**src/rtl/fifo_rr_drain.sv**
```systemverilog
// fifo_rr_drain: round-robin drain of N show-ahead FIFOs into a one-entry valid/ready stage; FIFO_RR_DRAIN_CNT_EN adds a saturating xfer_count
module fifo_rr_drain #(
  parameter int N    = 4,
  parameter int bits = 8,
  parameter int SW   = $clog2(N)
) (
  input  logic            clk,
  input  logic            rst,
  input  logic            en,
  input  logic [N-1:0]    fifo_empty,
  input  logic [N*bits-1:0] fifo_dout,
  output logic [N-1:0]    fifo_pop,
  output logic            out_valid,
  output logic [bits-1:0] out_data,
  output logic [SW-1:0]   out_src,
  input  logic            out_ready
`ifdef FIFO_RR_DRAIN_CNT_EN
  ,
  output logic [15:0]     xfer_count
`endif
);
  typedef enum logic {IDLE, FULL} state_e;
  state_e state_q, state_d;
  logic [bits-1:0] data_q, data_d;
  logic [SW-1:0] src_q, src_d, last_q, last_d, gnt, idx;
  logic any, load;
  // scan from the source after the last grant, wrapping, and take the first non-empty one
  always_comb begin
    gnt = last_q;
    any = 1'b0;
    idx = '0;
    for (int k = 1; k <= N; k++) begin
      idx = SW'((int'(last_q) + k) % N);
      if (!any && !fifo_empty[idx]) begin
        gnt = idx;
        any = 1'b1;
      end
    end
  end
  assign load     = !rst && en && (state_q == IDLE || out_ready) && any;
  assign fifo_pop = load ? ({{(N-1){1'b0}}, 1'b1} << gnt) : '0;
  // a grant overwrites the output stage even while the old word is being accepted
  always_comb begin
    state_d = load ? FULL : (state_q == FULL && out_ready) ? IDLE : state_q;
    data_d  = load ? fifo_dout[gnt*bits +: bits] : data_q;
    src_d   = load ? gnt : src_q;
    last_d  = load ? gnt : last_q;
  end
  // state register; last starts at N-1 so source 0 wins first after reset
  always_ff @(posedge clk) begin
    if (rst) begin
      state_q <= IDLE;
      data_q  <= '0;
      src_q   <= '0;
      last_q  <= SW'(N - 1);
    end else begin
      state_q <= state_d;
      data_q  <= data_d;
      src_q   <= src_d;
      last_q  <= last_d;
    end
  end
  assign out_valid = state_q == FULL;
  assign out_data  = data_q;
  assign out_src   = src_q;
`ifdef FIFO_RR_DRAIN_CNT_EN
  logic [15:0] cnt_q, cnt_d;
  assign cnt_d = (out_valid && out_ready && cnt_q != 16'hFFFF) ? cnt_q + 16'd1 : cnt_q;
  // accepted-transfer counter, sticks at all ones
  always_ff @(posedge clk) begin
    cnt_q <= rst ? '0 : cnt_d;
  end
  assign xfer_count = cnt_q;
`endif
endmodule

```
**config.mk**
```make
export PLATFORM = sky130hd
export DESIGN_NAME = fifo_rr_drain
export DESIGN_NICKNAME = d
export VERILOG_FILES = /design/src/rtl/fifo_rr_drain.sv
export SDC_FILE = /design/constraint.sdc
export NUM_CORES = 1
export LEC_CHECK = 0
export ABC_AREA = 0
export CAP_MARGIN = 25
export CORE_ASPECT_RATIO = 0.6
export CORE_MARGIN = 3
export CORE_UTILIZATION = 35
export DETAILED_ROUTE_END_ITERATION = 10
export PLACE_DENSITY = 0.75
export SKIP_CTS_REPAIR_TIMING = 1
export SLEW_MARGIN = 20
export SYNTH_ARGS = -nofsm -noshare
export SYNTH_HDL_FRONTEND = slang
export SYNTH_SLANG_ARGS = --single-unit
export TNS_END_PERCENT = 50
```
**constraint.sdc**
```tcl
create_clock -name clk -period 2 [get_ports clk]
set_input_delay 0.2 -clock clk [delete_from_list [all_inputs] [get_ports clk]]
set_output_delay 0.2 -clock clk [all_outputs]
set_load 0.02 [all_outputs]
```
==> impl_metrics.env <==
export IMPL_synthAdderAreaFrac_pct=0
export IMPL_cts_buffer_depth=2
export IMPL_cts_reportedPaths_clkPinSlew_ns=0.05
export IMPL_first_global_vias=1115
export IMPL_grt_pass1_wl_mm=5.42
export IMPL_num_rows=13
export IMPL_syn_instance_count=103
export IMPL_slew_viol_final=0
export IMPL_grt_usage_pct=21.4
export IMPL_synth_simple_area_share_pct=27.1
export IMPL_die_w_um=73.2
export IMPL_worstPathArrival_ns=2.19
export IMPL_violations="negative setup slack"
export IMPL_avgSynthCellArea_um2=9.20
export IMPL_ios=55
export IMPL_fin_skew_ns=0.00351
export IMPL_cts_root_buf="clkbuf_8"
export IMPL_slew_headroom_pct=73.7
export IMPL_wire_per_inst_um=16.9
export IMPL_fmax_mhz=483
export IMPL_grt_ovfl_total=0
export IMPL_antenna_found_initial=0
export IMPL_grt_max_degree=11
export IMPL_stdcell_area_um2=1740
export IMPL_dr_pass1_iters=4
export IMPL_cts_made_buffers=3
export IMPL_cts_tree="done"
export IMPL_worst_slack_ns=-0.0692
export IMPL_min_from="out_data[4]"
export IMPL_syn_area_um2=947
export IMPL_startpoint="last_q[1]"
export IMPL_placed_area_um2=1630
export IMPL_rsz0062_at_grt="true"
export IMPL_outcome="complete, but fails checks"
export IMPL_ys_seq_area_share_pct=27.5
export IMPL_path_class="reg -> reg"
export IMPL_maxCapViolCount=0
export IMPL_numPortBuffers=54
export IMPL_leakage_nw=0.778
export IMPL_start_util_pct=40.2
export IMPL_hold_viol_final=0
export IMPL_cts_sinks=13
export IMPL_start_kind="flip-flop"
export IMPL_rr_startpoint="last_q[1]"
export IMPL_hold_class="reg -> reg"
export IMPL_n_fill_cell=176
export IMPL_totalWireLength_mm=3.57
export IMPL_synth_top_family_by_area="simple AND/OR/NAND/NOR gates"
export IMPL_yosys_warnings=0
export IMPL_setup_viol=4
export IMPL_hpwl_mm=2.69
export IMPL_fin_nets=222
export IMPL_crit_path_max_fanout=6
export IMPL_fp_dieH_um=46.3
export IMPL_area_growth_pct=83.4
export IMPL_synthDistinctLibCells=36
export IMPL_ys_ff_latch=13
export IMPL_vdd_drop_max_mv=0.358
export IMPL_h_tree_depth=1
export IMPL_muxShareOfSynthArea_pct=11.2
export IMPL_post_route_period_util_pct=103
export IMPL_drtIter0Drc=47
export IMPL_whs_ns=0.490
export IMPL_clock_insertion_delay_worst_skew_ns=0.24
export IMPL_ant_nets=0
export IMPL_core_area_um2=2360
export IMPL_dieArea_um2=3390
export IMPL_routabilityCongestion=0.839
export IMPL_vias=1161
export IMPL_worstPathRequired_ns=2.13
export IMPL_synth_compound_area_share_pct=26.7
export IMPL_viasPerCell=5.50
export IMPL_drc=0
export IMPL_fin_crit_ns=2.07
export IMPL_synth_xor_area_share_pct=0
export IMPL_worst_pin_slew_ns=0.394
export IMPL_powerDensity_nw_per_um2=549
export IMPL_diodes=0
export IMPL_synth_nets=143
export IMPL_cp_end_kind="flip-flop"
export IMPL_drive_above_1_share_pct=27.1
[Yosys cell counts, drive strengths merged]
library cell  count  share of area (%)
and2              5                3.6
nand3             1               0.53
and3              1               0.66
mux2i             5                5.3
nor2b             3                2.0
o21bai            1               0.79
nor2              7                3.0
nor4              1               0.66
buf               7                7.1
nor3              3                2.8
a21oi             5                2.6
nor3b             1               0.79
a31oi             4                2.6
o21a              1               0.79
mux2              4                5.9
a221o             4                4.2
dfxtp            13                 27
o31ai             8                6.3
nand2b            6                4.0
a211o             1               0.92
o41ai             1                2.9
and2b             2                1.6
clkbuf            1               0.40
nand2             2               0.79
a32o              4                4.4
o21ai             2                1.1
nand3b            1               0.79
nand4             9                5.9
[report_power, final]
part	internal [mW]	switching, mW
sequential	0.288	0.0181
clock	0.141	0.0959
combinational	0.239	0.172
[layout make-up]
type	instances	area, um^2	share of cell area [%]
Timing Repair Buffer	82	756	43.5
Multi-Input combinational cell	82	634	36.5
Sequential cell	13	264	15.2
Clock buffer	4	45.0	2.59
Tap cell	30	37.5	2.16
[worst paths after layout]
| path | end | slack [ns] | cells after the start |
|---|---|---|---|
| setup / recovery | out_data[5] | -0.07 | 7 |
| hold reg to reg | out_data[4] | 0.49 | 1 |
| setup reg to reg | out_data[5] | -0.07 | 7 |
| hold / removal | out_data[4] | 0.49 | 1 |
[flip-flops by register name, indices dropped and copies added (netlist names)]
signal	count
out_data	8
last_q	2
out_src	2
out_valid	1
[routing by layer]
metal | up-vias | GRT usage [%] | wire, um
li1 | 558 | - | -
met4 | 0 | 6.99 | 33
met2 | 53 | 33.6 | 1600
met1 | 546 | 27.9 | 1590
met3 | 4 | 7.19 | 337
met5 | - | 0 | 0
[logic make-up (layout without fill, tap and decap cells)]
group	after synthesis	in the layout
AO/OA/AOI/OAI	31	31
buffers and inverters	8	86
flip-flops	13	13
multiplexers	9	9
AND/OR/NAND/NOR	42	42
[stage by stage]
| stage | power [mW] | cells | utilization [%] | setup slack (ns) | TNS [ns] |
|---|---|---|---|---|---|
| finish | 0.954 | 211 | 73.6 | -0.0692 | -0.150 |
| global route | 0.998 | 211 | 73.6 | -0.131 | -0.499 |
| global placement | 0.694 | 203 | 69.3 | -0.441 | -3.36 |
| floorplan | 0.501 | 103 | - | 0.160 | 0 |
| CTS | 0.939 | 207 | 71.2 | -0.507 | -2.38 |
| detailed placement | 0.703 | 203 | 69.3 | -0.480 | -3.59 |
[worst max-delay path, stage by stage, from the launching register on]
cell and delay [ns]:
dfxtp_4 0.36, and2b_1 0.17, o21a_1 0.24, buf_6 0.15, nor3_4 0.25, buf_6 0.17, mux2_4 0.31, a221o_1 0.32
[cell usage in the layout (no fill, tap or decap), types with 2 or more instances in the layout]
master           synthesis  final
a21oi_1                  5      5
a221o_1                  4      4
a31oi_1                  4      4
a32o_1                   3      3
and2_1                   3      2
and2_2                   2      2
buf_4                    0     26
buf_6                    4      2
clkbuf_2                 0      2
clkbuf_8                 0      3
clkdlybuf4s50_1          0     47
dfxtp_1                 13     12
dlymetal6s2s_1           0      4
mux2_4                   3      4
mux2i_1                  5      5
nand2_1                  2      2
nand2b_1                 6      6
nand4_1                  9      9
nor2_1                   6      6
nor2b_1                  3      3
nor3_1                   2      2
o31ai_1                  8      8
No activity file was read; power rests on OpenSTA's default activity.
